<file path="src/rtl/bnn_pkg.sv">
// Shared types and helpers for the binary-neural-network layer sequencer.
package bnn_pkg;

  localparam int unsigned DEF_NEURONS = 4;
  localparam int unsigned DEF_ACT_W   = 8;
  localparam int unsigned DEF_THR_W   = 4;

  typedef enum logic [1:0] {
    LOAD    = 2'd0,
    IDLE    = 2'd1,
    COMPUTE = 2'd2,
    OUT     = 2'd3
  } state_t;

  // Number of set bits in a word of up to 32 bits.
  function automatic int unsigned popcount(input logic [31:0] v);
    int unsigned cnt;
    cnt = 0;
    for (int i = 0; i < 32; i++) begin
      cnt = cnt + 32'(v[i]);
    end
    return cnt;
  endfunction

endpackage

</file>
<file path="src/rtl/bnn_xnor_pop.sv">
// Single XNOR-popcount neuron: fires when the number of matching bits reaches thr.
module bnn_xnor_pop
  import bnn_pkg::*;
#(
  parameter int unsigned ACT_W = DEF_ACT_W,
  parameter int unsigned THR_W = DEF_THR_W
) (
  input  logic [ACT_W-1:0] act,
  input  logic [ACT_W-1:0] weight,
  input  logic [THR_W-1:0] thr,
  output logic             fire_c
);

  logic [ACT_W-1:0] agree;

  always_comb begin
    agree  = ~(act ^ weight);
    fire_c = popcount(32'(agree)) >= 32'(thr);
  end

endmodule

</file>
<file path="src/rtl/bnn_layer_seq.sv">
// Layer sequencer: loads per-neuron weights, then runs one shared neuron
// datapath over all neurons for each activation and returns the packed result.
module bnn_layer_seq
  import bnn_pkg::*;
#(
  parameter int unsigned NEURONS = DEF_NEURONS,
  parameter int unsigned ACT_W   = DEF_ACT_W,
  parameter int unsigned THR_W   = DEF_THR_W
) (
  input  logic               clk,
  input  logic               rst_n,
  input  logic               cfg_valid,
  input  logic [ACT_W-1:0]   cfg_data,
  output logic               cfg_ready,
  input  logic               cfg_clear,
  input  logic               act_valid,
  input  logic [ACT_W-1:0]   act_data,
  input  logic [THR_W-1:0]   act_thr,
  output logic               act_ready,
  output logic               res_valid,
  output logic [NEURONS-1:0] res_data,
  input  logic               res_ready,
  output logic               busy
);

  localparam int unsigned     IDX_W = (NEURONS > 1) ? $clog2(NEURONS) : 1;
  localparam logic [IDX_W-1:0] LAST = IDX_W'(NEURONS - 1);

  state_t           state;
  state_t           state_n;
  logic [IDX_W-1:0] wcnt;
  logic [IDX_W-1:0] idx;
  logic [ACT_W-1:0] weight [NEURONS];
  logic [ACT_W-1:0] act_q;
  logic [THR_W-1:0] thr_q;
  logic             cfg_hs;
  logic             act_hs;
  logic             res_hs;
  logic             fire_c;

  bnn_xnor_pop #(
    .ACT_W (ACT_W),
    .THR_W (THR_W)
  ) u_neuron (
    .act    (act_q),
    .weight (weight[idx]),
    .thr    (thr_q),
    .fire_c (fire_c)
  );

  // Next-state decode; a clear in LOAD drops any byte offered in the same cycle.
  always_comb begin
    state_n = state;
    cfg_hs  = cfg_valid & cfg_ready & ~cfg_clear;
    act_hs  = act_valid & act_ready;
    res_hs  = res_valid & res_ready;
    case (state)
      LOAD:    if (cfg_hs && wcnt == LAST) state_n = IDLE;
      IDLE: begin
        if (act_hs)         state_n = COMPUTE;
        else if (cfg_clear) state_n = LOAD;
      end
      COMPUTE: if (idx == LAST) state_n = OUT;
      OUT:     if (res_hs) state_n = IDLE;
      default: state_n = LOAD;
    endcase
  end

  // State register; handshake flags are registered copies of the next-state decode.
  always_ff @(posedge clk or negedge rst_n) begin
    if (!rst_n) begin
      state     <= LOAD;
      cfg_ready <= 1'b1;
      act_ready <= 1'b0;
      res_valid <= 1'b0;
      busy      <= 1'b0;
    end else begin
      state     <= state_n;
      cfg_ready <= (state_n == LOAD);
      act_ready <= (state_n == IDLE);
      res_valid <= (state_n == OUT);
      busy      <= (state_n == COMPUTE);
    end
  end

  // Weight file, counters and result accumulation.
  always_ff @(posedge clk or negedge rst_n) begin
    if (!rst_n) begin
      wcnt     <= '0;
      idx      <= '0;
      act_q    <= '0;
      thr_q    <= '0;
      res_data <= '0;
      for (int n = 0; n < int'(NEURONS); n++) begin
        weight[n] <= '0;
      end
    end else begin
      case (state)
        LOAD: begin
          if (cfg_clear) begin
            wcnt <= '0;
          end else if (cfg_hs) begin
            weight[wcnt] <= cfg_data;
            wcnt         <= (wcnt == LAST) ? '0 : wcnt + IDX_W'(1);
          end
        end
        IDLE: begin
          if (act_hs) begin
            act_q    <= act_data;
            thr_q    <= act_thr;
            idx      <= '0;
            res_data <= '0;
          end else if (cfg_clear) begin
            wcnt <= '0;
          end
        end
        COMPUTE: begin
          res_data[idx] <= fire_c;
          idx           <= idx + IDX_W'(1);
        end
        default: ;
      endcase
    end
  end

endmodule

</file>
<file path="config.mk">
export PLATFORM = sky130hd
export DESIGN_NAME = bnn_layer_seq
export DESIGN_NICKNAME = d
export VERILOG_FILES = /design/src/rtl/bnn_pkg.sv /design/src/rtl/bnn_xnor_pop.sv /design/src/rtl/bnn_layer_seq.sv
export SDC_FILE = /design/constraint.sdc
export NUM_CORES = 1
export LEC_CHECK = 0
export CAP_MARGIN = 15
export CORE_MARGIN = 10
export CORE_UTILIZATION = 62
export CTS_BUF_LIST = sky130_fd_sc_hd__clkbuf_2
export CTS_CLUSTER_SIZE = 8
export DETAILED_ROUTE_END_ITERATION = 10
export PLACE_DENSITY = 0.87
export SLEW_MARGIN = 10
export SYNTH_ARGS = -nofsm -noshare
export SYNTH_HDL_FRONTEND = slang
export SYNTH_SLANG_ARGS = --single-unit
</file>
<file path="constraint.sdc">
create_clock -name clk -period 8.5 [get_ports clk]
set_input_delay 1.7 -clock clk [delete_from_list [all_inputs] [get_ports clk]]
set_output_delay 1.7 -clock clk [all_outputs]
set_load 0.02 [all_outputs]
</file>
---- After elaboration in Yosys (flattened, before gate mapping) ----
Index checks and enable logic that the tools add are counted.
storage, ports and cells
  register bits ........................... 58
  input bits .............................. 26
  output and inout bits ................... 8
  logic and storage cells ................. 86
operators by class
  add/sub/neg operators ................... 9
  magnitude comparators ................... 6
  equality and inequality tests ........... 12
  multiplexer cells ....................... 25
  bitwise logic cells ..................... 9
  reduce and logical (&&, ||, !) cells .... 11
operator list
  operator               number
  $add A32 B1 Y32        6
  $bwmux W32             1
  $ge A32 B4 Y1          1
  $mux W8                3
  $mux W2                11
  $bmux W8 S2            1
  $demux W8 S2           1
  $eq A2 B2 Y1 const B   6
  $not A8 Y8             1
  $pmux W2 S2            2
  $pmux W2 S4            1
  $pmux W4 S2            1
  $xor A8 B8 Y8          1
  $ge A3 B3 Y1 const B   2
  $ne A2 B2 Y1 const B   3
  $not A2 Y3             2
  $add A2 B1 Y2 const B  2
  $and A1 B1 Y1          4
  $bwmux W4              1
  $eq A2 B1 Y1 const B   2
  $logic_not A2 Y1       2
  $mux W4                1
  $reduce_and A2 Y1      2
  $reduce_and A4 Y1      1
  11 further kinds       14

---- Longest topological paths before layout ----
  depth after elaboration ................. 16
  depth in mapped cells ................... 15
  gate-level depth less buffers ........... 14

---- Hierarchy ----
A second synthesis with hierarchy kept.
second synthesis, totals
  cells, all modules ...................... 208
  area, all modules ....................... 2887.8 um^2
by module, submodules not included
  module         times used  cells each  area each (um^2)  seq. area each (um^2)
  bnn_layer_seq  1           173         2565.0            1452.6
  bnn_xnor_pop   1           35          322.8             0.0

---- Least setup slack after synthesis ----
Ideal clock, no wire load.
  kind .................................... register -> register
  start point ............................. register idx[0]
  end point ............................... register res_data[0]
  library setup time ...................... 0.124 ns
  arrival ................................. 4.255 ns
  required time ........................... 8.376 ns
  slack ................................... 4.121 ns
  cell stages (with the launch flop) ...... 15
  path buffers ............................ 1
  period minus slack after synthesis ...... 4.379 ns
  cell sequence ........................... dfrtp_1 > buf_2 > mux4_2 > xnor2_1 > ha_1 > inv_1 > fa_1 > fa_1 > fa_1 > fa_1 > inv_1 > ha_1 > o211ai_1 > o21a_1 > mux2i_1
between the ends
  longest elaborated chain between the ends .. 16
  elaborated cells between the ends (all ways) .. 21
  classes of those cells .................. 7 x add/sub; 3 x order compare; 7 x mux; 3 x bitwise; 1 x reduce/logical
RTL lines
  element                                      line                  RTL
  start, declared                              bnn_layer_seq.sv:32   logic [IDX_W-1:0] idx;
  start signal, assigned                       bnn_layer_seq.sv:119  idx <= idx + IDX_W'(1);
  $not A2 Y3 (not written as such)             bnn_layer_seq.sv:46   .weight (weight[idx]),
  $bmux W8 S2                                  bnn_layer_seq.sv:46
  $mux W8 (not written as such) (2 in series)  bnn_layer_seq.sv:46
  $xor A8 B8 Y8                                bnn_xnor_pop.sv:17    agree = ~(act ^ weight);
  $not A8 Y8                                   bnn_xnor_pop.sv:17
  $add A1 B1 Y2                                bnn_pkg.sv:20         cnt = cnt + 32'(v[i]);
  $add A32 B1 Y32 (6 in series)                bnn_pkg.sv:20
  $ge A32 B4 Y1                                bnn_xnor_pop.sv:18    fire_c = popcount(32'(agree)) >= 32'(thr);
  $bwmux W4 (*)                                bnn_layer_seq.sv:118  res_data[idx] <= fire_c;
  $pmux W4 S2 (*)                              bnn_layer_seq.sv:98   case (state)
  end signal, assigned by index                bnn_layer_seq.sv:118
  end, declared                                bnn_layer_seq.sv:21   output logic [NEURONS-1:0] res_data,
Every way passes the cells marked *; elsewhere a longest branch is shown, timed or not. The select of a mux whose other input is x is not followed.
A chain may end at the register's enable or synchronous reset.

---- Worst setup path in the final report ----
  start point ............................. register idx[0]
  end point ............................... register res_data[1]
The elaborated chain is that of the path after synthesis.

==> reports/metrics.cfg <==
[routing]
wl_per_cell_um = 17.7
vias = 1730
drc_errors = 0
ant_nets = 0
first_iter_violations = 42
drt_pass1_iterations = 4
totalWireLength_mm = 5.39
via_per_inst = 5.69

[synth]
async_flop_share_pct = 100
synth.net_count = 253
muxShareOfSynthArea_pct = 24.8
yosys_register_bits = 58
ys_warn_count = 0
synth_top_family_by_area = multiplexers
yosys.area_share.adder_pct = 9.28
synth.distinct_cells = 34
synth_xor_area_share_pct = 2.73
netlist_area_mm2 = 0.00289
ys_seq_area_share_pct = 50.3
synth_compound_area_share_pct = 3.17
synthSimpleGateAreaFrac_pct = 6.29
synth_cells = 208
synth_edf_count = 0
synth_ff_type = dfrtp_1
synth.avg_cell_area_um2 = 13.9

[finish]
final_common_cell = dfrtp_1
layout_common_cells = dfrtp_1 (57), mux2_2 (44), clkdlybuf4s50_1 (32), inv_1 (15), ha_1 (15)
areaGrowthSynthToFinish_pct = 17.8
post-route-cell-area_mm2 = 0.00340
diodes = 0
multi_input_area_mm2 = 0.00134
register_area_mm2 = 0.00145
nNetsFinal = 292
n_fill_cell = 304
drive_gt1_share_pct = 28.6

[hold_path]
min_path_type = reg -> reg
worstHoldStart = weight[19]
hold_end = weight[19]
min_path_cells = 1

[global_routing]
grt_max_degree = 59
grt_pass1_wl_mm = 8.89
antenna_found_initial = 0
grt-ovfl-total = 0
grt_use_total_pct = 15.1
grt_pass1_vias = 1821

[status]
status = completed

[worst_setup_path]
reg2regPathDepth = 13
required_ns = 8.88
cp-end-kind = register
critical_path_class = reg -> reg
r2r_end = res_data[1]
crit_top_cell = fa_1
slowest_stage = dfrtp_1
worstPathCellList = mux4_2 > xnor2_1 > ha_1 > inv_1 > fa_1 > fa_1 > fa_1 > fa_1 > inv_1 > ha_1 > o211ai_1 > o21a_1 > mux2i_1
worstSetupStartpoint = idx[0]
worst_setup_path_start_kind = register
cpPeakStageDelay_ns = 0.79
worst_ep_arrival_time_ns = 5.08
rrSetupSlack_ns = 3.80
rr_startpoint = idx[0]
path_max_fanout = 13

[place]
dpl.hpwl_mm = 3.80
gp_congestion = 0.827
port_buffers = 33
dpl_cell_area_mm2 = 0.00325

[floorplan]
die_y_um = 88.2
coreArea_mm2 = 0.00444
start_util_pct = 64.9
die_x_um = 88.2
die-area_mm2 = 0.00778
rows = 24
ios = 34

[clock_tree]
cts_sinks = 58
max-clock-path-buffers = 2
htreeDepth = 3
cts_tree = yes
clk_latency_ns = 0.48
post_cts_buffers = 0
cts-root-buf = clkbuf_2
post_cts_resized = 0
clk_pin_slew_ns = 0.16
cts_buffers = 9
hold_buffers = 0

[timing]
finalSetupViolCount = 0
relSlewSlack_pct = 31.6
tightest_slew_ns = 1.01
tns_ns = 0
fin_skew_ns = 0.0187
finalCriticalPeriod_ns = 4.70
hold_viol = 0
max_freq_ghz = 0.213
fin_crit_sh_pct = 55.3
drv_slew = 0
rsz0062_at_grt = false

[run]
maxCapViolCount = 0

## Yosys cell counts, drive strengths merged (3+ instances only)
library cell / number / area share (%)
a21oi: 4 / 0.69
o21a: 3 / 0.78
xor2: 6 / 1.8
xnor2: 3 / 0.91
mux4: 8 / 6.2
nand2: 11 / 1.4
inv: 15 / 2.0
mux2i: 4 / 1.4
fa: 4 / 2.8
and3: 4 / 0.87
dfrtp: 57 / 49
nand3: 6 / 1.6
mux2: 44 / 17
ha: 15 / 6.5
buf: 5 / 1.2
## layout make-up
| type | instances | area share, % |
|---|---|---|
| multi-input combinational | 128 | 39.3 |
| sequential | 58 | 42.7 |
| timing repair buffer | 34 | 9.79 |
| clock inverter | 7 | 3.17 |
| inverter | 16 | 1.77 |
| tap | 52 | 1.91 |
| clock buffer | 9 | 1.33 |
## layer usage
metal,GRT usage [%],share of wire [%],vias to the layer above
met5,0,0,-
met1,17.9,44,870
met4,8.81,2.3,0
met2,24.8,50,35
li1,-,-,812
met3,3.49,3.7,13
## stage by stage
step,worst slack (ns),hold slack [ns],cells,utilization [%]
finish,3.80,0.521,304,76.5
detailed placement,3.79,0.490,288,73.0
CTS,3.73,0.526,304,76.5
global route,3.51,0.531,304,76.5
floorplan,4.12,0.474,208,-
global placement,3.85,0.483,288,73.0
## worst max-delay path by stage
stage | slack [ns] | endpoint
global route | 3.51 | res_data[0]
floorplan | 4.12 | res_data[0]
global placement | 3.85 | res_data[1]
finish | 3.80 | res_data[1]
detailed placement | 3.79 | res_data[1]
CTS | 3.73 | res_data[0]
## critical path: cells and delay by family (launching register included)
| family | cells | cell delay [ns] |
|---|---|---|
| compound gates | 2 | 0.38 |
| xor+xnor | 1 | 0.14 |
| fa+ha+maj | 6 | 2.51 |
| buf+inv | 2 | 0.09 |
| flops | 1 | 0.79 |
| mux | 2 | 0.69 |
## state kept, by name, summed over array words and instances (netlist names)
register / cells
state: 2
weight: 32
res_data: 4
act_ready: 1
wcnt: 2
act_q: 8
res_valid: 1
busy: 1
idx: 2
cfg_ready: 1
thr_q: 4
## kinds of logic (layout without fill, tap and decap cells)
family,count (synthesis),count (layout)
mux,56,56
xor+xnor,9,9
compound gates,14,14
simple gates,30,30
fa+ha+maj,19,19
buf+inv,22,66
flops,58,58
Power is left out: the tool's default activity adds up to more than one toggle a clock period on the data nets, which glitch-free logic cannot reach.
